**src/rtl/carry_lookahead_adder_aor_pipe.sv**
```systemverilog
// ---------------------------------------------------------------------------
// carry_lookahead_adder_aor_pipe
//
// Pipelined carry lookahead adder whose carry-generate terms pass through
// AND/OR key gates. A key is shifted in serially and held on-chip. With the
// correct key every gate is transparent and the block is a plain adder; with
// any other key some generate terms are forced and the sums are silently
// wrong.
//
// The adder is split into STAGES slices of WIDTH/STAGES bits. Slice k is
// computed in pipeline stage k out of 4-bit lookahead groups. The carry out
// of each slice is registered together with the upper operand bits and the
// finished lower sum bits.
//
// Optional feature macro: CLA_BACKPRESSURE_EN
//   defined   : adds out_ready_i; the pipeline only advances when the output
//               register is empty or being taken.
//   undefined : the pipeline advances every cycle.
//
// Ports
//   clk_i        clock, rising edge
//   rst_ni       asynchronous active-low reset
//   key_sin_i    serial key data, first bit ends at the key MSB
//   key_shift_i  shift key_sin_i in this cycle (also flushes the pipeline)
//   key_armed_o  a full key has been loaded since the last reset/reload start
//   in_valid_i   operands valid
//   in_ready_o   operands accepted this cycle when high
//   add1_i       operand A
//   add2_i       operand B
//   out_valid_o  result valid
//   out_ready_i  consumer takes the result (CLA_BACKPRESSURE_EN only)
//   result_o     {carry_out, sum}, held while out_valid_o is low
// ---------------------------------------------------------------------------
module carry_lookahead_adder_aor_pipe #(
  parameter int WIDTH = 16,
  parameter int STAGES = 2,
  parameter int KEY_WIDTH = 32,
  parameter logic [KEY_WIDTH-1:0] CORRECT_KEY = KEY_WIDTH'(32'hD7D41D23)
) (
  input  logic             clk_i,
  input  logic             rst_ni,
  input  logic             key_sin_i,
  input  logic             key_shift_i,
  output logic             key_armed_o,
  input  logic             in_valid_i,
  output logic             in_ready_o,
  input  logic [WIDTH-1:0] add1_i,
  input  logic [WIDTH-1:0] add2_i,
  output logic             out_valid_o,
`ifdef CLA_BACKPRESSURE_EN
  input  logic             out_ready_i,
`endif
  output logic [WIDTH:0]   result_o
);

  localparam int SLICE_W = WIDTH / STAGES;
  localparam int GROUPS  = SLICE_W / 4;
  localparam int CNT_W   = $clog2(KEY_WIDTH + 1);

  typedef enum logic [1:0] {
    UNKEYED,
    LOADING,
    ARMED
  } key_state_e;

  key_state_e           state_q;
  logic [CNT_W-1:0]     count_q;
  logic [KEY_WIDTH-1:0] key_q;
  logic [KEY_WIDTH-1:0] key_shifted;
  logic                 armed_q;
  logic                 advance;
  logic                 accept;
  logic                 out_valid_q;
  logic [WIDTH:0]       result_q;

  // Inputs of each stage; stage 0 is fed straight from the ports.
  logic [WIDTH-1:0] st_a   [STAGES];
  logic [WIDTH-1:0] st_b   [STAGES];
  logic [WIDTH-1:0] st_sum [STAGES];
  logic             st_c   [STAGES];
  logic             st_v   [STAGES];

  // Next key value: shift left, new bit enters at the LSB so the first
  // bit shifted in ends up at the MSB once the key is complete.
  always_comb begin
    key_shifted    = key_q << 1;
    key_shifted[0] = key_sin_i;
  end

  // Key loader FSM. Any shift restarts or continues loading; the armed flag
  // is kept as its own register so key_armed_o comes straight from a flop.
  always_ff @(posedge clk_i or negedge rst_ni) begin
    if (!rst_ni) begin
      state_q <= UNKEYED;
      count_q <= '0;
      key_q   <= '0;
      armed_q <= 1'b0;
    end else if (key_shift_i) begin
      key_q <= key_shifted;
      if (state_q == LOADING) begin
        count_q <= count_q + CNT_W'(1);
        if (count_q == CNT_W'(KEY_WIDTH - 1)) begin
          state_q <= ARMED;
          armed_q <= 1'b1;
        end
      end else begin
        count_q <= CNT_W'(1);
        if (KEY_WIDTH == 1) begin
          state_q <= ARMED;
          armed_q <= 1'b1;
        end else begin
          state_q <= LOADING;
          armed_q <= 1'b0;
        end
      end
    end
  end

  // Pipeline advance condition.
`ifdef CLA_BACKPRESSURE_EN
  assign advance = !out_valid_q || out_ready_i;
`else
  assign advance = 1'b1;
`endif

  // A key shift blocks new operands so no beat ever straddles two keys.
  assign in_ready_o = armed_q && !key_shift_i && advance;
  assign accept     = in_valid_i && in_ready_o;

  assign st_a[0]   = add1_i;
  assign st_b[0]   = add2_i;
  assign st_sum[0] = '0;
  assign st_c[0]   = 1'b0;
  assign st_v[0]   = accept;

  // Adds one slice of the operands. Generate terms are first passed through
  // the key gates in ascending key-bit order (key bits beyond WIDTH wrap
  // around onto the same generate terms again). Inside the slice each 4-bit
  // group resolves its internal carries and its group generate/propagate in
  // two-level form, and the group carry feeds the next group. Sum bits
  // outside the slice are taken over from sum_in unchanged.
  function automatic logic [WIDTH:0] slice_add(
    input logic [WIDTH-1:0]     a,
    input logic [WIDTH-1:0]     b,
    input logic [WIDTH-1:0]     sum_in,
    input logic                 cin,
    input logic [KEY_WIDTH-1:0] key,
    input int                   slice
  );
    logic [WIDTH-1:0] g;
    logic [WIDTH-1:0] p;
    logic [WIDTH-1:0] sum;
    logic [3:0]       gl;
    logic [3:0]       pl;
    logic [4:0]       cl;
    logic             c;
    logic             gg;
    logic             gp;
    int               base;
    g = a & b;
    p = a ^ b;
    for (int j = 0; j < KEY_WIDTH; j++) begin
      if (CORRECT_KEY[j]) g[j % WIDTH] = g[j % WIDTH] & key[j];
      else                g[j % WIDTH] = g[j % WIDTH] | key[j];
    end
    sum = sum_in;
    c   = cin;
    for (int n = 0; n < GROUPS; n++) begin
      base  = slice * SLICE_W + n * 4;
      gl    = g[base +: 4];
      pl    = p[base +: 4];
      cl[0] = c;
      cl[1] = gl[0] | (pl[0] & c);
      cl[2] = gl[1] | (pl[1] & gl[0]) | (pl[1] & pl[0] & c);
      cl[3] = gl[2] | (pl[2] & gl[1]) | (pl[2] & pl[1] & gl[0])
            | (pl[2] & pl[1] & pl[0] & c);
      gg    = gl[3] | (pl[3] & gl[2]) | (pl[3] & pl[2] & gl[1])
            | (pl[3] & pl[2] & pl[1] & gl[0]);
      gp    = &pl;
      cl[4] = gg | (gp & c);
      sum[base +: 4] = pl ^ cl[3:0];
      c     = cl[4];
    end
    return {c, sum};
  endfunction

  for (genvar s = 0; s < STAGES; s++) begin : g_stage
    logic [WIDTH:0] stage_out;

    assign stage_out = slice_add(st_a[s], st_b[s], st_sum[s], st_c[s], key_q, s);

    if (s < STAGES - 1) begin : g_mid
      logic [WIDTH-1:0] a_q;
      logic [WIDTH-1:0] b_q;
      logic [WIDTH-1:0] sum_q;
      logic             c_q;
      logic             v_q;

      // Inter-slice register: a key shift drops the beat, a stall holds it,
      // and data only moves when a valid beat moves.
      always_ff @(posedge clk_i or negedge rst_ni) begin
        if (!rst_ni) begin
          a_q   <= '0;
          b_q   <= '0;
          sum_q <= '0;
          c_q   <= 1'b0;
          v_q   <= 1'b0;
        end else begin
          if (key_shift_i)  v_q <= 1'b0;
          else if (advance) v_q <= st_v[s];
          if (advance && st_v[s] && !key_shift_i) begin
            a_q   <= st_a[s];
            b_q   <= st_b[s];
            sum_q <= stage_out[WIDTH-1:0];
            c_q   <= stage_out[WIDTH];
          end
        end
      end

      assign st_a[s+1]   = a_q;
      assign st_b[s+1]   = b_q;
      assign st_sum[s+1] = sum_q;
      assign st_c[s+1]   = c_q;
      assign st_v[s+1]   = v_q;
    end else begin : g_last
      // Output register: result only changes when a valid beat lands, so it
      // keeps the last good value while out_valid_o is low.
      always_ff @(posedge clk_i or negedge rst_ni) begin
        if (!rst_ni) begin
          out_valid_q <= 1'b0;
          result_q    <= '0;
        end else begin
          if (key_shift_i)  out_valid_q <= 1'b0;
          else if (advance) out_valid_q <= st_v[s];
          if (advance && st_v[s] && !key_shift_i) result_q <= stage_out;
        end
      end
    end
  end

  assign key_armed_o = armed_q;
  assign out_valid_o = out_valid_q;
  assign result_o    = result_q;

endmodule

```
**config.mk**
```make
export PLATFORM = sky130hd
export DESIGN_NAME = carry_lookahead_adder_aor_pipe
export DESIGN_NICKNAME = d
export VERILOG_FILES = /design/src/rtl/carry_lookahead_adder_aor_pipe.sv
export SDC_FILE = /design/constraint.sdc
export NUM_CORES = 1
export LEC_CHECK = 0
export ABC_AREA = 1
export ABC_CLOCK_PERIOD_IN_PS = 2050
export CAP_MARGIN = 20
export CORE_UTILIZATION = 50
export DETAILED_ROUTE_END_ITERATION = 12
export GPL_ROUTABILITY_DRIVEN = 0
export PLACE_DENSITY = 0.74
export SYNTH_ARGS = -nofsm -noshare
export SYNTH_HDL_FRONTEND = slang
export SYNTH_SLANG_ARGS = --single-unit
```
**constraint.sdc**
```tcl
create_clock -name clk_i -period 2.05 [get_ports clk_i]
set_input_delay 0.41 -clock clk_i [delete_from_list [all_inputs] [get_ports clk_i]]
set_output_delay 0.41 -clock clk_i [all_outputs]
set_load 0.02 [all_outputs]
```
Word-level counts from Yosys, hierarchy flattened

Cells that the tools add are included.

Output and inout bits: 20
Word-level logic and storage cells: 161
Bits in registers: 101
Input port bits: 37

Equality and inequality tests: 3
Add/sub/neg operators: 1
Bitwise logic cells: 130
Reductions and logical operators: 9
Mux-type cells: 7

Operators by type and width:

| cell                  | number |
|---|---|
| $and A1 B1 Y1         | 71 |
| $or A1 B1 Y1          | 51 |
| $and A16 B16 Y16      | 1 |
| $xor A16 B16 Y16      | 1 |
| $xor A4 B4 Y4         | 4 |
| $reduce_and A4 Y1     | 3 |
| $and A8 B8 Y8         | 1 |
| $xor A8 B8 Y8         | 1 |
| $add A6 B1 Y6 const B | 1 |
| $eq A6 B5 Y1 const B  | 1 |
| $mux W6               | 1 |
| $logic_and A1 B1 Y1   | 4 |
| $mux W1               | 4 |
| $mux W2               | 2 |
| $eq A2 B1 Y1 const B  | 1 |
| $ne A2 B1 Y1 const B  | 1 |
| $reduce_and A2 Y1     | 1 |
| $logic_not A1 Y1      | 1 |

Depth between registers and ports, before layout

Word-level depth: 11
Gate-level depth with buffers: 10

Worst setup path after synthesis

No wires, ideal clock.

Path kind: input to register
From: input port add1_i[2]
To: register g_stage[0].g_mid.sum_q[5]
Setup time: 0.126 ns
Arrival time: 1.574 ns
Path slack: 0.350 ns
Stages on the path: 9
Cells stage by stage: ha_1 > nand2_1 > inv_2 > nand2_2 > nand4_4 > ha_1 > nor2_1 > xor2_1 > o21ai_0

Cells in the longest elaborated chain, start to end: 10
Elaborated cells on any way between the ends: 15
Those cells by class: 15 x bitwise

RTL lines:

| what                      | RTL line | text |
|---|---|---|
| from (decl)               | 47       | `input logic [WIDTH-1:0] add1_i,` |
| $and A8 B8 Y8             | 160      | `g = a & b;` |
| $or A1 B1 Y1              | 164      | `else g[j % WIDTH] = g[j % WIDTH] \| key[j];` |
| $and A1 B1 Y1             | 163      | `if (CORRECT_KEY[j]) g[j % WIDTH] = g[j % WIDTH] & key[j];` |
| $and A1 B1 Y1             | 177      | `gg = gl[3] \| (pl[3] & gl[2]) \| (pl[3] & pl[2] & gl[1])` |
| $or A1 B1 Y1 (2 in a row) | 177      |  |
| $or A1 B1 Y1 (*)          | 178      | `\| (pl[3] & pl[2] & pl[1] & gl[0]);` |
| $and A1 B1 Y1 (*)         | 173      | `cl[1] = gl[0] \| (pl[0] & c);` |
| $or A1 B1 Y1 (*)          | 173      |  |
| $xor A4 B4 Y4 (*)         | 181      | `sum[base +: 4] = pl ^ cl[3:0];` |
| to (signal assigned)      | 214      | `sum_q <= stage_out[WIDTH-1:0];` |
| to (decl)                 | 195      | `logic [WIDTH-1:0] sum_q;` |

Every way passes the cells marked *; elsewhere a longest branch is shown, timed or not.
A chain may end at the register's enable or synchronous reset.

Final worst setup path

Same ends and word-level chain as after synthesis.

==> impl_metrics.env <==
export IMPL_rows=32
export IMPL_fp_dieH_um=91.9
export IMPL_tightestPinTransition_ps=442
export IMPL_holdPathEnd="result_o[7]"
export IMPL_ys_seq_elements=84
export IMPL_die_width_um=91.9
export IMPL_synth_nets=522
export IMPL_syn2layout_area_growth_pct=22.1
export IMPL_n_antenna_cell=0
export IMPL_p_leak_nw=2.51
export IMPL_synthMuxAreaShare=0
export IMPL_hp_class="flop to flop"
export IMPL_via_per_inst=4.93
export IMPL_grt_pass1_wl_um=14000
export IMPL_final_common_cell="nand2_1"
export IMPL_ys_types=32
export IMPL_cts_sinks=84
export IMPL_yosys_warnings=0
export IMPL_end_kind="flop"
export IMPL_synth_edf_count=0
export IMPL_grt_usage=0.212
export IMPL_timing_fmax_mhz=552
export IMPL_drc=0
export IMPL_critPathMaxFanout=2
export IMPL_fin_worst_skew_ps=9.54
export IMPL_clk_pin_slew_worst_paths_ps=80
export IMPL_layoutNonFillerInstCount=637
export IMPL_fin_crit_ps=1810
export IMPL_synthXorXnorAreaFrac=0.0130
export IMPL_synth_compound_area_frac=0.0836
export IMPL_dieArea_sq_mm=0.00845
export IMPL_routed_wl_um=7960
export IMPL_grt_pass1_vias=3050
export IMPL_rrSetupSlack_ps=270
export IMPL_r2r_end="result_o[13]"
export IMPL_finalSetupTns_ps=0
export IMPL_timing_slew_headroom=0.705
export IMPL_gr_total_overflow=0
export IMPL_p_per_area_mw_per_mm2=809
export IMPL_maxCapViolations=0
export IMPL_drive_above_1_share=0.125
export IMPL_fillers=666
export IMPL_drv_slew=0
export IMPL_ios=57
export IMPL_r2r_start="g_stage[0].g_mid.a_q[9]"
export IMPL_setup_viol=0
export IMPL_synthSimpleGateAreaFrac=0.251
export IMPL_hold_viol_final=0
export IMPL_port_buffers=56
export IMPL_synth_area_per_cell_sq_um=8.71
export IMPL_worstPathArrival_ps=2050
export IMPL_start_kind="primary input"
export IMPL_antenna_found_initial=0
export IMPL_root_buffer="clkbuf_8"
export IMPL_clk_latency_ps=350
export IMPL_vias=3139
export IMPL_async_flop_share=1.00
export IMPL_final_period_utilization=0.884
export IMPL_syn_inst=464
export IMPL_seq_area_sq_mm=0.00210
export IMPL_status="complete, no violations"
export IMPL_final_cell_mix="166 x nand2_1, 84 x dfrtp_1, 54 x clkdlybuf4s50_1, 44 x o21ai_0, 40 x inv_1"
export IMPL_peakVddDrop_v=0.000413
export IMPL_criticalPathCategory="primary input to flop"
export IMPL_cp_required_ps=2290
export IMPL_drt_iter0_drc=121
export IMPL_synth_adder_area_share=0.0650
export IMPL_hp_start="result_o[7]"
export IMPL_multi_input_area_sq_mm=0.00167
export IMPL_synth_top_family_by_area="simple AND/OR/NAND/NOR gates"
export IMPL_synthFlopType="dfrtp_1"
export IMPL_clockBufferDepth=2
export IMPL_drt_pass1_iter_count=5
export IMPL_placed_cells=621
export IMPL_hold_path_depth=2
export IMPL_rsz0062_at_grt="no"
export IMPL_ys_seq_area_frac=0.520
export IMPL_cts_inserted_buffers=9
export IMPL_htreeDepth=3
export IMPL_cts_tree="done"
export IMPL_wl_per_cell_um=12.5
export IMPL_antenna_left=0
export IMPL_core_sq_mm=0.00777
export IMPL_syn_area_sq_mm=0.00404
export IMPL_post_cts_buffers=0
export IMPL_grt_max_degree=47
export IMPL_final_nets=589
export IMPL_r2r_cells=10
export IMPL_initial_core_util=0.520
export IMPL_hpwl_um=5890
==> layout make-up <==
type / instances / share of cell area
clock inverters: 5 / 0.0109
well taps: 102 / 0.0259
repair buffers: 72 / 0.140
multi-input cells: 320 / 0.338
inverters: 44 / 0.0335
flip-flops and latches: 84 / 0.426
clock buffers: 10 / 0.0259
==> stage by stage <==
step	hold slack, ps	area [sq um]	total power, mW	utilization	setup slack [ps]
after floorplan	114	4040	2.57	-	350
after global placement	359	4750	2.87	0.611	-39.7
after detailed placement	360	4750	2.90	0.611	-118
after CTS	485	4940	4.02	0.635	234
after global routing	496	4940	4.24	0.635	95.8
final	481	4940	3.99	0.635	238
==> repair_timing <==
| item | CTS | global route |
|---|---|---|
| endpoints found under the setup margin | 1 | 0 |
| hold endpoints to repair | 27 | 0 |
| hold buffers | 1 | 0 |
| resized for setup | 1 | 0 |
==> worst max-delay path: stages <==
cell and delay, ps:
clkdlybuf4s50_1 420, ha_1 330, nand2_1 90, inv_2 50, nand2_2 80, nand4_4 110
ha_1 200, nor2_1 130, xor2_1 150, o21ai_0 80
==> state kept, by name, indices dropped and copies added (netlist names), 2 cells and up <==
register / cells
g_stage.g_mid.b_q: 8
g_stage.g_mid.sum_q: 8
key_q: 32
count_q: 6
g_stage.g_mid.a_q: 8
result_o: 17
state_q: 2
==> metal layers <==
metal,wire (um),GRT usage,up-vias
met4,145,0.0859,0
met3,257,0.0332,14
met2,3840,0.343,45
li1,-,-,1605
met1,3720,0.285,1475
met5,0,0,-
==> cells by family after synthesis <==
family | Yosys count
AO/OA/AOI/OAI | 62
flip-flops | 84
AND/OR/NAND/NOR | 231
buffers and inverters | 60
adder cells (fa/ha/maj) | 21
XOR/XNOR | 6
==> synthesized netlist by cell type (5+ instances only) <==
master / instances / area (sq um)
ha_1: 21 / 263
dfrtp_1: 84 / 2100
o21ai_0: 44 / 220
nand3_1: 12 / 60.1
inv_1: 40 / 150
a21oi_1: 7 / 35.0
nand2_2: 18 / 113
clkbuf_1: 5 / 18.8
nor2_1: 18 / 67.6
nand2_1: 166 / 623
==> power breakdown <==
group	internal (mW)	total (mW)	switching, mW
Sequential	1.88	2.03	0.152
Combinational	0.378	0.836	0.458
Clock	0.553	1.12	0.571
Total	2.81	3.99	1.18
==> worst max-delay path by stage <==
stage	startpoint	end	slack, ps	cells past startpoint
CTS	g_stage[0].g_mid.a_q[9]	result_o[13]	230	10
global route	g_stage[0].g_mid.a_q[9]	result_o[13]	100	10
global placement	add1_i[3]	g_stage[0].g_mid.sum_q[5]	-40	10
finish	add1_i[2]	g_stage[0].g_mid.sum_q[5]	240	10
floorplan	add1_i[2]	g_stage[0].g_mid.sum_q[5]	350	9
detailed placement	add1_i[2]	g_stage[0].g_mid.sum_q[5]	-120	10
Note: power is estimated with default switching activity, not from simulation.
